[src/rtl/sh7034_ubc_match.sv]
// sh7034_ubc_match: SH7034 UBC break-condition engine raising a held user-break request
//
// Ports:
//   CLK, RST_N         system clock, async active-low reset
//   CE_R, CE_F         rising/falling-phase clock enables
//   RES_N              sync chip reset, sampled on CE_R
//   BAR, BAMR, BBR     live UBC break address, address mask, bus-cycle condition
//   BUS_*              monitored internal bus cycle (accepted when BUS_REQ && !BUS_BUSY)
//   IRQ_ACK            INTC acknowledge, sampled on CE_R
//   IRQ                user-break request level
//   HIT                one-CLK pulse per detected match
module sh7034_ubc_match #(
   parameter int ADDR_W = 28
) (
   input  logic              CLK,
   input  logic              RST_N,
   input  logic              CE_R,
   input  logic              CE_F,
   input  logic              RES_N,
   input  logic [31:0]       BAR,
   input  logic [31:0]       BAMR,
   input  logic [15:0]       BBR,
   input  logic [ADDR_W-1:0] BUS_A,
   input  logic [3:0]        BUS_BA,
   input  logic              BUS_WE,
   input  logic              BUS_IF,
   input  logic              BUS_DMA,
   input  logic              BUS_REQ,
   input  logic              BUS_BUSY,
   input  logic              IRQ_ACK,
   output logic              IRQ,
   output logic              HIT
);
   logic              s1_v, s1_we, s1_if, s1_dma, pend;
   logic [ADDR_W-1:0] s1_a;
   logic [3:0]        s1_ba;
   logic              addr_ok, cd_ok, id_ok, rw_ok, sz_ok, match, accept;
   // CD/ID/RW each select one enable bit, so a 00 field can never qualify
   always_comb begin
      accept  = BUS_REQ & ~BUS_BUSY;
      addr_ok = ((32'(s1_a) ^ BAR) & ~BAMR) == 32'd0;
      cd_ok   = s1_dma ? BBR[7] : BBR[6];
      id_ok   = s1_if ? BBR[4] : BBR[5];
      rw_ok   = s1_we ? BBR[3] : BBR[2];
      sz_ok   = BBR[1:0] == 2'b00 ? 1'b1 :
                BBR[1:0] == 2'b01 ? $onehot(s1_ba) :
                BBR[1:0] == 2'b10 ? (s1_ba == 4'b1100 || s1_ba == 4'b0011) :
                                    s1_ba == 4'b1111;
      match   = CE_F & s1_v & addr_ok & cd_ok & id_ok & rw_ok & sz_ok;
   end
   always_ff @(posedge CLK or negedge RST_N) begin
      if (!RST_N) begin
         s1_v   <= 1'b0;
         s1_a   <= '0;
         s1_ba  <= '0;
         s1_we  <= 1'b0;
         s1_if  <= 1'b0;
         s1_dma <= 1'b0;
         pend   <= 1'b0;
         HIT    <= 1'b0;
      end else if (CE_R && !RES_N) begin
         s1_v   <= 1'b0;
         s1_a   <= '0;
         s1_ba  <= '0;
         s1_we  <= 1'b0;
         s1_if  <= 1'b0;
         s1_dma <= 1'b0;
         pend   <= 1'b0;
         HIT    <= 1'b0;
      end else begin
         HIT  <= match;
         // a new match wins over an acknowledge in the same CLK
         pend <= match ? 1'b1 : (CE_R && IRQ_ACK) ? 1'b0 : pend;
         if (CE_R) begin
            s1_v <= accept;
            if (accept) begin
               s1_a   <= BUS_A;
               s1_ba  <= BUS_BA;
               s1_we  <= BUS_WE;
               s1_if  <= BUS_IF;
               s1_dma <= BUS_DMA;
            end
         end
      end
   end
   assign IRQ = pend;
endmodule

[config.mk]
export PLATFORM = sky130hd
export DESIGN_NAME = sh7034_ubc_match
export DESIGN_NICKNAME = d
export VERILOG_FILES = /design/src/rtl/sh7034_ubc_match.sv
export SDC_FILE = /design/constraint.sdc
export NUM_CORES = 1
export LEC_CHECK = 0
export ABC_CLOCK_PERIOD_IN_PS = 2300
export BUFFER_PORTS_ARGS = -buffer_cell sky130_fd_sc_hd__buf_2
export CAP_MARGIN = 20
export CORE_ASPECT_RATIO = 1.75
export CORE_MARGIN = 2
export CORE_UTILIZATION = 35
export CTS_CLUSTER_SIZE = 25
export DETAILED_ROUTE_END_ITERATION = 12
export PLACE_DENSITY = 0.71
export REMOVE_ABC_BUFFERS = 1
export SLEW_MARGIN = 20
export SYNTH_ARGS = -nofsm -noshare
export SYNTH_HDL_FRONTEND = slang
export SYNTH_SLANG_ARGS = --single-unit
[constraint.sdc]
create_clock -name CLK -period 2.3 [get_ports CLK]
set_input_delay 0.46 -clock CLK [delete_from_list [all_inputs] [get_ports CLK]]
set_output_delay 0.46 -clock CLK [all_outputs]
set_load 0.01 [all_outputs]
==> metrics <==
core region area=5299 sq um; largest net degree at the start of global routing=39; Mean Syn Cell Area=11.50 sq um; gpl congestion=0.8178; Overflow after GRT=0; Hold-fix buffers, CTS=0; initial antenna violation count=0; biggest area consumer among synthesized cells=dfrtp_1; Slew headroom=44.53%; met2 usage=31.86%; worst endpoint data arrival time=2390 ps; register area share after synthesis=48.94%; critical path capture point type=flip-flop; Period Utilization, post-route=95.30%; RSZ-0062 raised after global routing=true; Yosys reg bits=38; kind of start point of the critical path=flip-flop; Max Freq=456.2 MHz; setup violators final=0; Nets=418; WL/cell=13.99 microns; Primary FF master, synth=dfrtp_1; Clock Skew=7.244 ps; Finished Cell Area=2758 sq um; maximum VDD drop=395.6 uV; Final ANT Viol Nets=0; H-tree depth=2; first-iteration detailed-routing DRC count=43; Cell Area, Placed=2596 sq um; starting density of the core=36.67%; P_leak=1.395 nW; final std cells w/o fill=365; row cnt=35; clk slew on worst S/H paths=80 ps; Placed Instances=354; minimum clock period after layout=2192 ps; Syn Std Cell Area=1943 sq um; Post-synth ARST share=100.0%; Root Buffer=clkbuf_8; n_diodes=0; Final Routed Wirelength=5105 microns; cts bufs inserted=5; met1 Resource Use GR=18.07%; Pins Over Slew Limit=0; Die X=60.33 microns; top cells by count, synth=dfrtp_1 (38), a22o_1 (35), xnor2_1 (28); Tightest Pin Transition=832.0 ps; DIE AREA=6187 sq um; Hold WC Path Type=input pin to async pin; GRT Overall Usage=17.26%; Worst Path Max Fanout=2; most numerous cell in the Yosys netlist=dfrtp_1; Reg2Reg Depth=10; PortBufs=116; clk_lat worst skew=290 ps; outcome=finished, final reports clean; Synth Instances=169; Post-synth EDFFs=0; TritonCTS clock tree=done; gr busiest metal=met2; Overall Power=1.584 mW; layout cells sized above 1=48.11%; Num Clock Sinks=38; Fillers=520; DR vias/cell=4.942; Pre-Repair DR Iteration Count=4; footprint of the multi-input gates=938.4 sq um; post-synthesis cell type count=28; Area contributors post-synth=dfrtp_1 (49%), a22o_1 (16%), xnor2_1 (13%), o22ai_1 (4.8%), ha_1 (2.6%); hpwl dp=3992 microns; register area=950.9 sq um; global-route wire length before repair=7948 microns; Yosys top cell area share=48.94%; Area growth syn-to-layout=41.92%; # IOs=125; Die H=102.6 microns; Pwr Density=574.4 nW/um^2; Ys Warns=0; Data required, critical path=2500 ps; hold violation count in the final report=0; max cap viols=0; Vias=1804; GR Util met3=3.513%; Longest Clk Path Bufs=2; DRC violations left=0; kind of critical path=flip-flop to flip-flop; vias in the first global route=1876
## layout make-up
| type | instances | share of cell area [%] |
|---|---|---|
| repair buffers | 121 | 22.41 |
| clock inverters | 3 | 1.452 |
| clock buffers | 5 | 2.495 |
| flip-flops and latches | 38 | 34.48 |
| multi-input cells | 111 | 34.03 |
| inverters | 13 | 1.770 |
| well taps | 74 | 3.358 |
## path summary, 6_finish.rpt
| kind | from | endpoint | slack (ps) |
|---|---|---|---|
| setup / recovery | s1_ba[3] | IRQ | 110 |
| hold reg to reg | s1_v | s1_v | 480 |
| min in group CLK | BUS_DMA | s1_dma | 380 |
| hold / removal | RST_N | s1_a[12] | 270 |
| max in group asynchronous | RST_N | s1_a[3] | 1510 |
| setup reg to reg | s1_ba[3] | IRQ | 110 |
## where the power goes
part,switching [mW],internal (mW),total [mW]
Combinational,0.125,0.169,0.295
Clock,0.234,0.319,0.554
Sequential,0.0297,0.706,0.736
Total,0.389,1.19,1.58
## per-stage QoR
stage	TNS (ps)	worst slack [ps]	hold WS, ps	utilization, %
floorplan	0	189.1	164.4	-
global placement	0	83.81	463.3	49.00
detailed placement	0	10.64	469.3	49.00
CTS	0	13.69	305.7	51.05
global route	-62.63	-62.63	348.8	52.04
finish	0	108.0	267.9	52.04
## layout by cell type (no fill, tap or decap), types with 2 or more instances in the layout
cell,n
nand2_1,3
mux2i_1,2
dfrtp_1,38
o22ai_1,15
buf_4,5
nor3_1,2
clkinv_2,2
xnor2_1,28
inv_2,2
buf_2,116
a22o_1,35
nor2_1,4
ha_1,2
inv_1,11
clkbuf_8,5
## what timing repair did
item,CTS,global route
endpoints found under the hold margin,0,0
buffers inserted,0,3
gates resized for setup,0,7
endpoints found under the setup margin,0,2
## per-layer routing
metal  up-vias  part of all wire [%]
met1       859                    36
met4         0                   3.2
li1        867                     -
met2        65                    55
met3        13                   5.7
met5         -                     0
## registers in the layout, indices dropped and copies added (netlist names)
name and count:
HIT 1, IRQ 1, s1_a 28, s1_ba 4
s1_dma 1, s1_if 1, s1_v 1, s1_we 1
## cells by family after synthesis
logic type                 count (synthesis)  share of synthesized area [%]
xor gates and xnor gates                  28                          12.62
muxes                                      3                          1.610
and+or+nand+nor                           16                          4.444
AOI/OAI and AO/OA                         59                          24.47
adders and majority gates                  5                          3.606
DFF                                       38                          48.94
buffers and inverters                     20                          4.314
## critical path, stage by stage (launching register included)
cell	delay [ps]
dfrtp_1	370
inv_2	50
fa_1	530
inv_1	50
ha_2	180
ha_4	230
nor2_2	70
nand2_1	60
a31oi_2	150
o2111ai_2	190
o31ai_2	240
Power figures use the tool's default switching activity.
